$ cat src/rtl/npu_pkg.sv
`default_nettype none
// ============================================================================
// Module      : npu_pkg
// Description : Register map and activation-type encoding for npu_act_engine.
// Revision    : 1.0 - initial release
// ============================================================================
package npu_pkg;

    localparam logic [31:0] c_ADDR_TYPE   = 32'h0000_0000;
    localparam logic [31:0] c_ADDR_INPUT  = 32'h0000_0004;
    localparam logic [31:0] c_ADDR_OUTPUT = 32'h0000_0008;
    localparam logic [31:0] c_ADDR_STATUS = 32'h0000_000C;

    typedef enum logic [1:0] {
        ACT_ID    = 2'd0,
        ACT_RELU  = 2'd1,
        ACT_LEAKY = 2'd2,
        ACT_SAT   = 2'd3
    } act_type_e;

endpackage
`default_nettype wire

$ cat src/rtl/npu_sync_fifo.sv
`default_nettype none
// ============================================================================
// Module      : npu_sync_fifo
// Description : Single-clock FIFO; a push into a full FIFO is accepted when a
//               pop happens in the same cycle, a pop only ever sees old data.
// Revision    : 1.0 - initial release
// ============================================================================
module npu_sync_fifo #(
    parameter int unsigned WIDTH = 8,
    parameter int unsigned DEPTH = 4
) (
    input  logic                     clk_i,
    input  logic                     rst_ni,
    input  logic                     i_push,
    input  logic                     i_pop,
    input  logic [WIDTH-1:0]         i_wdata,
    output logic [WIDTH-1:0]         o_rdata,
    output logic                     o_full,
    output logic                     o_empty,
    output logic [$clog2(DEPTH):0]   o_count
);

    localparam int unsigned    c_AW      = $clog2(DEPTH);
    localparam logic [c_AW:0]  c_FULL    = DEPTH[c_AW:0];
    localparam logic [c_AW:0]  c_CNT_ONE = {{c_AW{1'b0}}, 1'b1};
    localparam logic [c_AW-1:0] c_PTR_ONE = {{(c_AW-1){1'b0}}, 1'b1};

    logic [WIDTH-1:0] r_mem [DEPTH];
    logic [c_AW-1:0]  r_wptr;
    logic [c_AW-1:0]  r_rptr;
    logic [c_AW:0]    r_count;
    logic             w_do_push;
    logic             w_do_pop;

    assign o_empty = (r_count == '0);
    assign o_full  = (r_count == c_FULL);
    assign o_count = r_count;
    assign o_rdata = r_mem[r_rptr];

    assign w_do_pop  = i_pop && !o_empty;
    assign w_do_push = i_push && (!o_full || w_do_pop);

    always_ff @(posedge clk_i or negedge rst_ni) begin
        if (!rst_ni) begin
            r_wptr  <= '0;
            r_rptr  <= '0;
            r_count <= '0;
        end else begin
            if (w_do_push) r_wptr <= r_wptr + c_PTR_ONE;
            if (w_do_pop)  r_rptr <= r_rptr + c_PTR_ONE;
            case ({w_do_push, w_do_pop})
                2'b10:   r_count <= r_count + c_CNT_ONE;
                2'b01:   r_count <= r_count - c_CNT_ONE;
                default: r_count <= r_count;
            endcase
        end
    end

    // Storage carries no reset; validity is tracked by the pointers alone.
    always_ff @(posedge clk_i) begin
        if (w_do_push) r_mem[r_wptr] <= i_wdata;
    end

endmodule
`default_nettype wire

$ cat src/rtl/npu_act_engine.sv
`default_nettype none
// ============================================================================
// Module      : npu_act_engine
// Description : Register-mapped activation engine: input FIFO -> compute
//               stage -> output FIFO with sticky overflow/underflow flags.
// Revision    : 1.0 - initial release
// ============================================================================
module npu_act_engine
    import npu_pkg::*;
#(
    parameter int unsigned DWidth     = 32,
    parameter int unsigned FifoDepth  = 8,
    parameter int unsigned LeakyShift = 3,
    parameter int          SatMax     = 6 << 8
) (
    input  logic              clk_i,
    input  logic              rst_ni,
    input  logic              wen_type_i,
    input  logic              wen_input_i,
    input  logic              ren_i,
    input  logic [DWidth-1:0] addr_i,
    input  logic [DWidth-1:0] wdata_i,
    output logic [DWidth-1:0] rdata_o,
    output logic              rvalid_o,
    output logic              irq_o
);

    localparam int unsigned             c_CW      = $clog2(FifoDepth) + 1;
    localparam int unsigned             c_IW      = DWidth + 2;
    localparam logic signed [DWidth-1:0] c_SAT_MAX = DWidth'(SatMax);

    act_type_e                 r_type;
    logic                      r_ovf;
    logic                      r_udf;
    logic                      r_cmp_valid;
    logic [DWidth-1:0]         r_cmp_data;
    logic [DWidth-1:0]         r_rdata;
    logic                      r_rvalid;

    logic                      w_sel_type;
    logic                      w_sel_output;
    logic                      w_sel_status;

    logic                      w_in_push;
    logic                      w_in_pop;
    logic [c_IW-1:0]           w_in_wdata;
    logic [c_IW-1:0]           w_in_head;
    logic                      w_in_full;
    logic                      w_in_empty;
    logic [c_CW-1:0]           w_in_count;

    logic                      w_out_push;
    logic                      w_out_pop;
    logic                      w_out_room;
    logic [DWidth-1:0]         w_out_wdata;
    logic [DWidth-1:0]         w_out_head;
    logic                      w_out_full;
    logic                      w_out_empty;
    logic [c_CW-1:0]           w_out_count;

    act_type_e                 w_head_type;
    logic signed [DWidth-1:0]  w_head_data;
    logic signed [DWidth-1:0]  w_act;
    logic                      w_cmp_load;
    logic                      w_busy;
    logic                      w_set_ovf;
    logic                      w_set_udf;
    logic                      w_clr_flags;
    logic [DWidth-1:0]         w_status;
    logic [DWidth-1:0]         w_rd_mux;

    assign w_sel_type   = (addr_i == DWidth'(c_ADDR_TYPE));
    assign w_sel_output = (addr_i == DWidth'(c_ADDR_OUTPUT));
    assign w_sel_status = (addr_i == DWidth'(c_ADDR_STATUS));

    // Each element carries the type that was current when it was pushed.
    assign w_in_wdata = {r_type, wdata_i};
    assign w_in_push  = wen_input_i && !w_in_full;
    assign w_set_ovf  = wen_input_i && w_in_full;

    npu_sync_fifo #(
        .WIDTH (c_IW),
        .DEPTH (FifoDepth)
    ) u_in_fifo (
        .clk_i   (clk_i),
        .rst_ni  (rst_ni),
        .i_push  (w_in_push),
        .i_pop   (w_in_pop),
        .i_wdata (w_in_wdata),
        .o_rdata (w_in_head),
        .o_full  (w_in_full),
        .o_empty (w_in_empty),
        .o_count (w_in_count)
    );

    assign w_head_type = act_type_e'(w_in_head[DWidth+1:DWidth]);
    assign w_head_data = w_in_head[DWidth-1:0];

    always_comb begin
        w_act = w_head_data;
        case (w_head_type)
            ACT_ID:    w_act = w_head_data;
            ACT_RELU:  w_act = w_head_data[DWidth-1] ? '0 : w_head_data;
            ACT_LEAKY: w_act = w_head_data[DWidth-1] ? (w_head_data >>> LeakyShift) : w_head_data;
            ACT_SAT: begin
                if (w_head_data[DWidth-1])        w_act = '0;
                else if (w_head_data > c_SAT_MAX) w_act = c_SAT_MAX;
                else                              w_act = w_head_data;
            end
            default:   w_act = w_head_data;
        endcase
    end

    // The compute register drains first to keep order; when empty and the
    // output FIFO has room, the result goes straight through in one cycle.
    assign w_out_pop   = ren_i && w_sel_output && !w_out_empty;
    assign w_out_room  = !w_out_full || w_out_pop;
    assign w_out_push  = w_out_room && (r_cmp_valid || !w_in_empty);
    assign w_out_wdata = r_cmp_valid ? r_cmp_data : w_act;
    assign w_in_pop    = !w_in_empty && (!r_cmp_valid || w_out_room);
    assign w_cmp_load  = w_in_pop && (r_cmp_valid || !w_out_room);

    npu_sync_fifo #(
        .WIDTH (DWidth),
        .DEPTH (FifoDepth)
    ) u_out_fifo (
        .clk_i   (clk_i),
        .rst_ni  (rst_ni),
        .i_push  (w_out_push),
        .i_pop   (w_out_pop),
        .i_wdata (w_out_wdata),
        .o_rdata (w_out_head),
        .o_full  (w_out_full),
        .o_empty (w_out_empty),
        .o_count (w_out_count)
    );

    always_ff @(posedge clk_i or negedge rst_ni) begin
        if (!rst_ni) begin
            r_cmp_valid <= 1'b0;
            r_cmp_data  <= '0;
        end else if (w_cmp_load) begin
            r_cmp_valid <= 1'b1;
            r_cmp_data  <= w_act;
        end else if (r_cmp_valid && w_out_room) begin
            r_cmp_valid <= 1'b0;
        end
    end

    assign w_busy      = !w_in_empty || !w_out_empty || r_cmp_valid;
    assign w_set_udf   = ren_i && w_sel_output && w_out_empty;
    assign w_clr_flags = wen_type_i && w_sel_status;

    always_comb begin
        w_status        = '0;
        w_status[31:24] = 8'(w_in_count);
        w_status[23:16] = 8'(w_out_count);
        w_status[2]     = w_busy;
        w_status[1]     = r_udf;
        w_status[0]     = r_ovf;
    end

    // A flag set in the same cycle as its W1C clear stays set.
    always_ff @(posedge clk_i or negedge rst_ni) begin
        if (!rst_ni) begin
            r_type <= ACT_ID;
            r_ovf  <= 1'b0;
            r_udf  <= 1'b0;
        end else begin
            if (wen_type_i && w_sel_type) r_type <= act_type_e'(wdata_i[1:0]);
            r_ovf <= w_set_ovf || (r_ovf && !(w_clr_flags && wdata_i[0]));
            r_udf <= w_set_udf || (r_udf && !(w_clr_flags && wdata_i[1]));
        end
    end

    always_comb begin
        w_rd_mux = '0;
        if (w_sel_type)                         w_rd_mux[1:0] = r_type;
        else if (w_sel_output && !w_out_empty)  w_rd_mux = w_out_head;
        else if (w_sel_status)                  w_rd_mux = w_status;
    end

    always_ff @(posedge clk_i or negedge rst_ni) begin
        if (!rst_ni) begin
            r_rdata  <= '0;
            r_rvalid <= 1'b0;
        end else begin
            r_rvalid <= ren_i;
            if (ren_i) r_rdata <= w_rd_mux;
        end
    end

    assign rdata_o  = r_rdata;
    assign rvalid_o = r_rvalid;
    assign irq_o    = !w_out_empty;

endmodule
`default_nettype wire

$ cat config.mk
export PLATFORM = sky130hd
export DESIGN_NAME = npu_act_engine
export DESIGN_NICKNAME = d
export VERILOG_FILES = /design/src/rtl/npu_pkg.sv /design/src/rtl/npu_sync_fifo.sv /design/src/rtl/npu_act_engine.sv
export SDC_FILE = /design/constraint.sdc
export NUM_CORES = 1
export LEC_CHECK = 0
export CAP_MARGIN = 20
export CORE_MARGIN = 8
export CORE_UTILIZATION = 25
export CTS_CLUSTER_DIAMETER = 60
export DETAILED_ROUTE_END_ITERATION = 8
export PLACE_DENSITY_LB_ADDON = 0.08
export REMOVE_ABC_BUFFERS = 1
export SLEW_MARGIN = 20
export SYNTH_ARGS = -nofsm -noshare
export SYNTH_HDL_FRONTEND = slang
export SYNTH_HIERARCHICAL = 1
export SYNTH_SLANG_ARGS = --single-unit
$ cat constraint.sdc
create_clock -name clk_i -period 5 [get_ports clk_i]
set_input_delay 0.5 -clock clk_i [delete_from_list [all_inputs] [get_ports clk_i]]
set_output_delay 0.5 -clock clk_i [all_outputs]
set_load 0.01 [all_outputs]
==> qor.csv <==
stage;metric;value;unit
final_layout;num-nets-final;1579;
sta;fin_crit;4.11;ns
global_route;antenna_found_initial;2;
detailed_routing;num_vias;12511;
clocking;cts_tree;yes;
power_and_ir_drop;power_density;664;mW/mm²
synth;synth_edf_count;528;
sta;slew_headroom;28.7;%
sta;clock.fmax;243;MHz
power_and_ir_drop;intPower;13.9;mW
sta;hold_violations;0;
final_layout;final_cells;2859;
power_and_ir_drop;seq_power_share;40.5;%
floorplan;start_util;25.2;%
place;post-place-cells;2716;
synth;yosysUniqueCellTypes;54;
power_and_ir_drop;p_sw;6.57;mW
sta;clock_skew;0.0189;ns
place;dp_hpwl;36700;µm
power_and_ir_drop;swShare;32.1;%
sta;tightest_slew;1.07;ns
detailed_routing;routed_wirelength;63700;µm
final_layout;stdcell_area;0.0309;mm²
final_layout;area_delta_synth_final;22.2;%
worst_setup_path;reg2reg_slack;0.89;ns
worst_setup_path;critPathCaptureType;register;
global_route;grt_use_total;11.3;%
detailed_routing;via_per_inst;4.38;
floorplan;dieArea;0.111;mm²
floorplan;die_y;334;µm
final_layout;diodes;0;
sta;maxSlewViolCount;0;
floorplan;core_area;0.100;mm²
place;placed_cell_area;0.0283;mm²
sta;rsz0062_at_grt;false;
clocking;clk_pin_slew;0.05;ns
worst_setup_path;path_max_fanout;8;
worst_setup_path;r2r_start;u_out_fifo/o_count[1];
detailed_routing;drcViolationCount;0;
sta;setup_tns;0;ns
run;maxCapViolations;0;
floorplan;rows;116;
place;place_ws;0.623;ns
synth;ys_seq_elements;618;
synth;synth_area;0.0252;mm²
worst_setup_path;reg2regPathDepth;16;
sta;period_share;82.3;%
synth;yosys_warnings;6;
global_route;grt_pass1_wl;93700;µm
detailed_routing;wl_per_cell;22.3;µm
place;gpl.final_weighted_congestion;0.675;
synth;async_flop_share;14.6;%
global_route;grt.overflow.total;0;
outcome;status;complete, no violations;
clocking;clockRootBuffer;clkbuf_16;
power_and_ir_drop;pwr-share-clk;26.8;%
worst_setup_path;reg2reg_to;u_in_fifo/o_count[3];
clocking;insertion_delay;0.62;ns
power_and_ir_drop;p_leak;10.4;nW
synth;synthFlopType;edfxtp_1;
sta;worst_slack;0.885;ns
worst_setup_path;arrival;4.65;ns
detailed_routing;ant_nets;0;
clocking;clock_path_buffers;3;
worst_setup_path;cp-start-kind;register;
clocking;numClockSinks;618;
power_and_ir_drop;peakVddDrop;0.273;mV
synth;synth_cells;1316;
min_path;min_path_type;input port to async pin;
clocking;numCtsBuffers;79;
clocking;post-cts-setup-buffers;0;
global_route;grt_pass1_vias;13479;
power_and_ir_drop;combPwrFrac;32.7;%
detailed_routing;drt-initial-drc-count;589;
global_route;grt_max_degree;91;
final_layout;fin_util;30.8;%
synth;syn_avg_cell_area;19.2;µm²
detailed_routing;drtPass1Iterations;4;
sta;setup_viol;0;
place;port_buffers;102;
final_layout;drive_above_1_share;27.7;%
worst_setup_path;crit_type;register to register;
clocking;cts_max_level;3;
floorplan;io_pins;103;
floorplan;die_x;334;µm
worst_setup_path;required;5.54;ns
synth;seq_area_frac_synth;71.7;%
-- stage by stage --
stage / hold slack [ns] / power, mW
after CTS: 0.436 / 21.0
after detailed placement: 0.489 / 15.3
final: 0.485 / 20.5
after floorplan: 0.204 / 12.4
after global placement: 0.474 / 15.2
after global routing: 0.504 / 21.7
-- registers in the layout, indices dropped and copies added (netlist names) --
signal / flops
u_in_fifo/r_mem: 272
u_out_fifo/r_mem: 256
r_cmp_data: 32
rdata_o: 32
u_in_fifo/o_count: 4
u_out_fifo/o_count: 4
u_in_fifo/r_rptr: 3
u_in_fifo/r_wptr: 3
u_out_fifo/r_rptr: 3
u_out_fifo/r_wptr: 3
r_type: 2
r_cmp_valid: 1
r_ovf: 1
r_udf: 1
rvalid_o: 1
-- cell families after synthesis --
logic type,Yosys count,share of synthesized area (%)
buf+inv,107,2.24
simple gates,202,3.79
mux,272,18.6
fa+ha+maj,11,0.595
compound gates,92,2.57
xor+xnor,14,0.486
flops,618,71.7
-- area by class of cell --
type / count / area (µm²)
Fill cell: 9777 / 69300
Tap cell: 1298 / 1620
Timing Repair Buffer: 171 / 1760
Multi-Input combinational cell: 591 / 6690
Clock inverter: 37 / 320
Inverter: 39 / 146
Clock buffer: 105 / 2200
Sequential cell: 618 / 18100
-- cells in the final DEF, fill, tap and decap left out, types with 5 or more instances in the layout --
cell type / n
clkbuf_16: 83
mux2_4: 25
mux2i_1: 31
o31ai_1: 31
mux4_2: 107
ha_1: 8
nor2_1: 47
a221o_1: 8
nor2b_1: 14
mux2_2: 82
clkinv_1: 10
nor3_2: 5
edfxtp_1: 528
nor4_1: 12
xnor2_1: 8
buf_12: 18
nand4_1: 6
o21ai_0: 25
mux4_1: 25
nand3_1: 8
nor2_4: 12
inv_6: 6
clkinv_2: 8
inv_1: 39
nand2b_1: 11
clkdlybuf4s50_1: 100
buf_4: 51
xor2_1: 6
a21oi_1: 9
dfrtp_1: 84
clkbuf_1: 18
nand2_1: 65
-- synth_stat cells (all sizes together), types with 2 or more instances --
master / count / area, µm²
a211o: 2 / 17.5
xnor2: 8 / 70.1
buf: 36 / 297
a22o: 3 / 26.3
nor2b: 14 / 87.6
mux2: 109 / 1320
or3: 4 / 25.0
mux4: 132 / 3070
edfxtp: 528 / 15900
inv: 39 / 146
a31oi: 3 / 31.3
clkbuf: 32 / 123
nand2: 65 / 244
dfrtp: 90 / 2250
nor3: 8 / 40.0
o21a: 3 / 22.5
a221o: 8 / 80.1
o31ai: 31 / 233
o22ai: 2 / 18.8
or2: 4 / 25.0
a21oi: 9 / 45.0
nor4: 12 / 75.1
and3: 2 / 12.5
mux2i: 31 / 310
o21ai: 28 / 148
ha: 8 / 100
fa: 2 / 40.0
o2bb2ai: 2 / 17.5
nand3b: 3 / 22.5
nor2: 59 / 221
nand3: 8 / 40.0
nand4: 6 / 37.5
xor2: 6 / 52.6
nand2b: 11 / 68.8
-- power by group through the flow --
stage	Sequential, mW	Clock [mW]	Combinational, mW
3_3_place_gp	8.38	0	6.84
3_5_place_dp	8.43	0	6.91
5_1_grt	8.45	5.87	7.36
4_1_cts	8.34	5.70	6.92
6_report	8.31	5.48	6.69
2_1_floorplan	8.54	0	3.89
-- worst max-delay path by stage --
stage / from / end / slack, ns / cells past startpoint
after floorplan: u_out_fifo/o_count[1] / u_in_fifo/r_mem[0][0] / -2.00 / 11
after global placement: addr_i[8] / u_in_fifo/o_count[3] / 0.76 / 14
after detailed placement: addr_i[4] / u_in_fifo/o_count[3] / 0.62 / 14
after CTS: u_out_fifo/o_count[1] / u_in_fifo/o_count[3] / 0.83 / 16
after global routing: u_out_fifo/o_count[1] / u_in_fifo/o_count[3] / 0.40 / 16
final: u_out_fifo/o_count[1] / u_in_fifo/o_count[3] / 0.89 / 16
-- metal layers --
metal / GRT usage (%) / vias to the layer above / part of all wire, %
met5: 0 / - / 0.020
met4: 3.30 / 2 / 2.3
met3: 2.08 / 96 / 3.2
met2: 19.6 / 175 / 50
met1: 14.4 / 6585 / 45
li1: - / 5653 / -
-- critical path, cell delays in order, from the launching register on --
cell,delay (ns)
dfrtp_1,0.40
or3_1,0.34
nor2_1,0.08
buf_4,0.16
nor2b_1,0.21
nand3b_1,0.16
nor3_2,0.28
nor2b_1,0.14
a21oi_1,0.56
o21ai_2,0.19
or2_2,0.34
inv_1,0.08
ha_1,0.24
or2_2,0.31
nand3_1,0.11
mux2_2,0.34
nand3b_1,0.08
-- repair_timing --
| action | CTS | global route |
|---|---|---|
| hold endpoints to repair | 57 | 0 |
| gates resized for setup | 0 | 0 |
| hold buffers | 1 | 0 |
(Power assumes the default switching activity.)
